==> config.mk <==
export PLATFORM = sky130hd
export DESIGN_NAME = trans_phase_gen
export DESIGN_NICKNAME = d
export VERILOG_FILES = /design/src/rtl/trans_pkg.sv /design/src/rtl/trans_channel.sv /design/src/rtl/trans_phase_gen.sv
export SDC_FILE = /design/constraint.sdc
export NUM_CORES = 1
export LEC_CHECK = 0
export CAP_MARGIN = 15
export CELL_PAD_IN_SITES_DETAIL_PLACEMENT = 0
export CELL_PAD_IN_SITES_GLOBAL_PLACEMENT = 1
export CORE_ASPECT_RATIO = 1.4
export CORE_MARGIN = 2
export CORE_UTILIZATION = 45
export CTS_BUF_LIST = sky130_fd_sc_hd__clkbuf_4 sky130_fd_sc_hd__clkbuf_8 sky130_fd_sc_hd__clkbuf_16
export CTS_CLUSTER_SIZE = 40
export DETAILED_ROUTE_END_ITERATION = 10
export GPL_ROUTABILITY_DRIVEN = 0
export PLACE_DENSITY = 0.9
export RECOVER_POWER = 50
export SLEW_MARGIN = 20
export SYNTH_ARGS = -nofsm -noshare
export SYNTH_HDL_FRONTEND = slang
export SYNTH_SLANG_ARGS = --single-unit
==> constraint.sdc <==
create_clock -name sys_clk -period 2.7 [get_ports sys_clk]
set_input_delay 0.27 -clock sys_clk [delete_from_list [all_inputs] [get_ports sys_clk]]
set_output_delay 0.27 -clock sys_clk [all_outputs]
set_load 0.05 [all_outputs]
==> src/rtl/trans_pkg.sv <==
// rtl/trans_pkg.sv - shared phase width, phase type and default carrier increment
package trans_pkg;

  localparam int PHASE_W = 8;

  typedef logic [PHASE_W-1:0] phase_t;

  localparam phase_t HALF_PERIOD = 8'd128;

  // 40 kHz carrier from a 50 MHz clock with a 32-bit accumulator
  localparam int unsigned DEFAULT_PHASE_INC = 32'd3435974;

endpackage

==> src/rtl/trans_channel.sv <==
// rtl/trans_channel.sv - one transducer output: active phase register, modulo compare, output flop
module trans_channel
  import trans_pkg::*;
(
  input  logic   clk_i,
  input  logic   rst_i,
  input  logic   enable_i,
  input  logic   load_i,
  input  phase_t phase_i,
  input  phase_t cnt_i,
  output logic   trans_o
);

  phase_t active_q, active_d;
  phase_t diff;
  logic   trans_q, trans_d;

  // the 8-bit subtraction wraps, so the high half-period follows the phase around the circle
  always_comb begin
    active_d = load_i ? phase_i : active_q;
    diff     = cnt_i - active_q;
    trans_d  = enable_i & (diff < HALF_PERIOD);
  end

  always_ff @(posedge clk_i) begin
    if (rst_i) begin
      active_q <= '0;
      trans_q  <= 1'b0;
    end else begin
      active_q <= active_d;
      trans_q  <= trans_d;
    end
  end

  assign trans_o = trans_q;

endmodule

==> src/rtl/trans_phase_gen.sv <==
// rtl/trans_phase_gen.sv - phase-shifted 40 kHz transducer drive with period-aligned phase updates
// TRANS_EXT_SYNC_EN: resynchronise the accumulator to the master board's sync_in rising edge
module trans_phase_gen
  import trans_pkg::*;
#(
  parameter int          NUM_CHANNELS = 4,
  parameter int          ACC_W        = 32,
  parameter int unsigned PHASE_INC    = DEFAULT_PHASE_INC
) (
  input  logic                    sys_clk,
  input  logic                    rst,
  input  phase_t                  phases [0:NUM_CHANNELS-1],
  input  logic                    phases_valid,
  input  logic                    enable,
  input  logic                    sync_in,
  output logic                    sync_out,
  output logic [NUM_CHANNELS-1:0] trans
);

  localparam logic [ACC_W-1:0] INC = ACC_W'(PHASE_INC);

  logic [ACC_W-1:0] acc_q, acc_d;
  logic [ACC_W:0]   acc_sum;
  logic             wrap;
  logic             commit;
  logic             sync_edge;
  phase_t           cnt;

  phase_t pend_q [0:NUM_CHANNELS-1];
  phase_t pend_d [0:NUM_CHANNELS-1];
  logic   pend_flag_q, pend_flag_d;
  logic   sync_out_q, sync_out_d;

  assign acc_sum = {1'b0, acc_q} + {1'b0, INC};
  assign wrap    = enable & acc_sum[ACC_W];
  assign commit  = wrap & pend_flag_q;
  assign cnt     = acc_q[ACC_W-1 -: PHASE_W];

`ifdef TRANS_EXT_SYNC_EN
  logic sync_meta_q, sync_ff_q, sync_prev_q;

  always_ff @(posedge sys_clk) begin
    if (rst) begin
      sync_meta_q <= 1'b0;
      sync_ff_q   <= 1'b0;
      sync_prev_q <= 1'b0;
    end else begin
      sync_meta_q <= sync_in;
      sync_ff_q   <= sync_meta_q;
      sync_prev_q <= sync_ff_q;
    end
  end

  assign sync_edge = sync_ff_q & ~sync_prev_q;
`else
  logic unused_sync_in;
  assign unused_sync_in = sync_in;
  assign sync_edge      = 1'b0;
`endif

  // a strobe coinciding with a commit lands in pending after the old value has been committed
  always_comb begin
    acc_d = '0;
    if (enable) begin
      acc_d = sync_edge ? '0 : acc_sum[ACC_W-1:0];
    end
    pend_d      = pend_q;
    pend_flag_d = pend_flag_q;
    if (commit) begin
      pend_flag_d = 1'b0;
    end
    if (phases_valid) begin
      pend_d      = phases;
      pend_flag_d = 1'b1;
    end
    sync_out_d = enable & ~cnt[PHASE_W-1];
  end

  always_ff @(posedge sys_clk) begin
    if (rst) begin
      acc_q       <= '0;
      pend_flag_q <= 1'b0;
      sync_out_q  <= 1'b0;
      for (int i = 0; i < NUM_CHANNELS; i++) begin
        pend_q[i] <= '0;
      end
    end else begin
      acc_q       <= acc_d;
      pend_flag_q <= pend_flag_d;
      sync_out_q  <= sync_out_d;
      pend_q      <= pend_d;
    end
  end

  for (genvar g = 0; g < NUM_CHANNELS; g++) begin : g_ch
    trans_channel u_ch (
      .clk_i    (sys_clk),
      .rst_i    (rst),
      .enable_i (enable),
      .load_i   (commit),
      .phase_i  (pend_q[g]),
      .cnt_i    (cnt),
      .trans_o  (trans[g])
    );
  end

  assign sync_out = sync_out_q;

endmodule
==> results.md <==
- Number of diodes added for antenna fixing: 0
- Instance count along the most critical hold path: 3
- Post-synthesis instance area: 5064 um^2
- Number of cells on the worst reg-to-reg path: 6
- Global route overflow: 0
- Core ar.: around 11000 um^2
- Count of pins over their slew limit: 35
- Sequential cell area in the final layout: 2022 um^2
- Slew Limit Headroom: -58.71%
- Routed wire per std cell: 13.14 um
- Final design instance area without fill: about 5800 um^2
- Setup clock skew after layout: between 0.007 and 0.008 ns
- Clk Tree Root Cell: clkbuf_16
- DRC violation count after routing: 0
- Count of buffer and inverter cells on the critical path: 1
- Remaining antenna violation count after routing: 0
- Share of cells above drive strength 1: 7.021%
- Time the final worst path needs with I/O delays and setup: about 2.3 ns
- Number of nets in the layout: 641
- Initial DRC Count: 190
- Cell internal power dissipation: 2311 uW
- CP Data Arrival Time: 2.52 ns
- CTS sink cnt: 101
- Worst reg2reg path endpoint: g_ch[3].u_ch.active_q[0]
- NetSw: 746.5 uW
- Critical-path top delay cell: a211oi_1
- Peak supply drop: 0.0003190 V
- Part of the power in the clock network: approximately 39%
- Pre-Repair DR Iteration Count: 4
- Total nets after synthesis: 612
- Class of the most critical setup path: register to register
- Power per unit of standard cell area: 526.1 nW/um^2
- Post-CTS setup repair buffer count: 0
- Launching element type of the critical path: register
- Slack of the worst reg-to-reg path: 0.41 ns
- Static leakage: 0.002159 uW
- Quantity of gates resized following cts: 0
- Top achievable clock speed: 436.7 MHz
- CP Data Required Time: 2.93 ns
- Worst Hold Endpoint: pend_q[22]
- Overall die area: 12130 um^2
- CTS tree: done
- Via count of the first global-routing pass: 3685
- Hold buffers post-CTS: 0
- Total vias in the final route: 3757
- Via/cell ratio: 5.182
- Worst min path class: input port to register
- Total Routed Length: 9524 um
- Seq/Total Area, Yosys: 39.93%
- Max-capacitance violation count: 1
- Avg Synthesized Cell Area: 9.207 um^2
- Result of the run: complete, but fails checks
- Count of mapped cells out of synthesis: 550
- Die height: 129.5 um
- Final Setup Violations: 0
- Multi-input gate area: ~2800 um^2
- Critical path endpoint category: register
- DPL Wire Length: slightly below 7000 um
- X dimension of the die: 93.65 um
- Fill cell count: 1004
- Global-route wire length before repair: 16450 um
- Number of port buffers: 40
- Hold wc startpoint: rst
- Maximum number of pins on one net before global-route repair: 73
- Violated checks: max-capacitance violations, max-slew violations
- Placement Rows: 45
- Clock buffer count from CTS: 9
- Unrepaired setup endpoints after global routing: false
- Area growth syn-to-layout: 14.78%
- Worst path max stage delay: about 0.67 ns
- Share of total power in combinational logic: 9.3%
- Sequential share of power: 51.6%
- Post-route clock period utilization: a little over four fifths
- CTS HTree Levels: 3
- Maximum root-to-sink buffer count: 2
- Number of hold violations in the final report: 0
- Later-pin clock latency in the skew report: 0.34 ns
- Launch point of the critical path: acc_q[18]
- Crit path cell chain: a211oi_1, o41ai_1, a21oi_2, nor3_4, buf_12, mux2i_1
- CP delay by family, top: compound AO/OA/AOI/OAI gates
- Startpoint of the most critical register-to-register path: acc_q[18]
- Count of state elements after synthesis: 101
- Proportion of total power due to net switching: 24.41%
- Initial antenna violation count: 0
- TNS Setup: 0 ns
- Instance area at placement: 5544 um^2
- Overall fraction of global-route tracks in use: ~17%
- Maximum fanout along the worst path: 28
- Initial cell density of the core: 46.36%
- CTS clock-pin slew for the worst setup and hold paths: 0.07 ns
- Number of warnings issued by yosys: 0
- Least-Margin Pin Slew: approximately 2.4 ns
- Library cells used by synthesis: 52
- Top-Level Pins: 42
power groups by stage:
stage,sequential (uW),clock (uW),combinational (uW)
5_1_grt,1580,1300,319
6_report,1580,1190,285
3_3_place_gp,1610,0,279
4_1_cts,1580,1230,287
2_1_floorplan,1600,0,205
3_5_place_dp,1610,0,287
placed cells by master (no fill, tap or decap), types with 9 or more instances in the layout:
master,n
a21oi_1,11
clkbuf_16,9
clkdlybuf4s50_1,32
dfxtp_1,101
ha_1,25
inv_1,28
mux2i_1,64
nand2_1,24
nand2b_1,69
nand3_1,11
nor2_1,55
nor3_1,19
o21a_1,9
o21ai_0,10
worst register-to-register path, delay by kind of cell, from the launching register on:
kind            cells  cell delay, ns
compound gates      3            1.34
flops               1            0.37
buf+inv             1            0.21
mux                 1            0.15
simple gates        1            0.11
worst max path at each step:
| stage | to | depth (start not counted) |
|---|---|---|
| 2_1_floorplan | acc_q[31] | 7 |
| 3_3_place_gp | g_ch[3].u_ch.active_q[0] | 6 |
| 3_5_place_dp | g_ch[2].u_ch.active_q[6] | 6 |
| 4_1_cts | g_ch[3].u_ch.active_q[0] | 6 |
| 5_1_grt | g_ch[1].u_ch.active_q[7] | 6 |
| 6_report | g_ch[3].u_ch.active_q[0] | 6 |
area by class of cell:
class	count	share of cell area [%]
Clock buffer	9	3.875
Clock inverter	7	0.8827
Inverter	28	1.808
Multi-Input combinational cell	389	47.54
Sequential cell	101	34.79
Tap cell	141	3.036
Timing Repair Buffer	50	8.073
sequential cells by signal, indices dropped and copies added (netlist names):
register	cells
acc_q	31
pend_flag_q	1
g_ch.u_ch.trans_o	4
g_ch.u_ch.active_q	32
sync_out	1
pend_q	32
synth_stat cells, drive strengths merged:
library cell / n / area share [%]
a31oi: 3 / 0.67
nand2b: 69 / 8.5
a211oi: 4 / 0.59
and4b: 1 / 0.20
buf: 12 / 2.0
nand4bb: 1 / 0.22
mux2i: 64 / 13
a21o: 4 / 0.59
a211o: 8 / 1.4
or2b: 1 / 0.15
o21a: 9 / 1.3
or2: 5 / 0.62
a2111o: 1 / 0.22
a311oi: 4 / 0.69
or4: 2 / 0.30
clkbuf: 20 / 1.5
nand4: 1 / 0.12
xnor2: 8 / 1.4
dfxtp: 101 / 40
a21bo: 1 / 0.20
a21boi: 1 / 0.15
o2111ai: 1 / 0.30
nor2b: 1 / 0.12
o41ai: 1 / 0.17
nor3: 20 / 2.2
nand2: 24 / 1.8
o31a: 2 / 0.35
o21ai: 10 / 0.99
ha: 25 / 6.2
and3: 5 / 0.64
or3: 7 / 0.94
mux2: 1 / 0.22
o211ai: 1 / 0.15
a2111oi: 1 / 0.17
and2: 3 / 0.37
nor4: 9 / 1.4
inv: 28 / 2.1
nor2: 55 / 4.1
nand3: 12 / 1.3
xor2: 7 / 1.2
o31ai: 5 / 0.74
a21oi: 12 / 1.3
metal layers:
layer	GRT usage [%]	part of all wire (%)
met4	8.014	2.9
met1	19.30	43
met3	3.779	2.7
met5	0	0
met2	29.88	51
through the flow:
step / total power [uW] / setup WS (ns) / util (%) / hold WS, ns / cells
floorplan: 1808 / 0.7679 / - / 0.4172 / 550
global placement: 1890 / 0.5156 / 50.76 / 0.4440 / 709
detailed placement: 1899 / 0.4272 / 50.76 / 0.4635 / 709
CTS: 3099 / 0.4073 / 53.29 / 0.3921 / 725
global route: 3208 / 0.1182 / 53.21 / 0.4138 / 725
finish: 3058 / 0.4103 / 53.21 / 0.3950 / 725
cells by family after synthesis:
| family | after synthesis | share of synthesized area [%] |
|---|---|---|
| and+or+nand+nor | 216 | 22.96 |
| DFF | 101 | 39.93 |
| AOI/OAI and AO/OA | 68 | 9.958 |
| muxes | 65 | 12.87 |
| buffers and inverters | 60 | 5.510 |
| adders and majority gates | 25 | 6.177 |
| xor gates and xnor gates | 15 | 2.595 |
No activity file was read; power rests on OpenSTA's default activity.
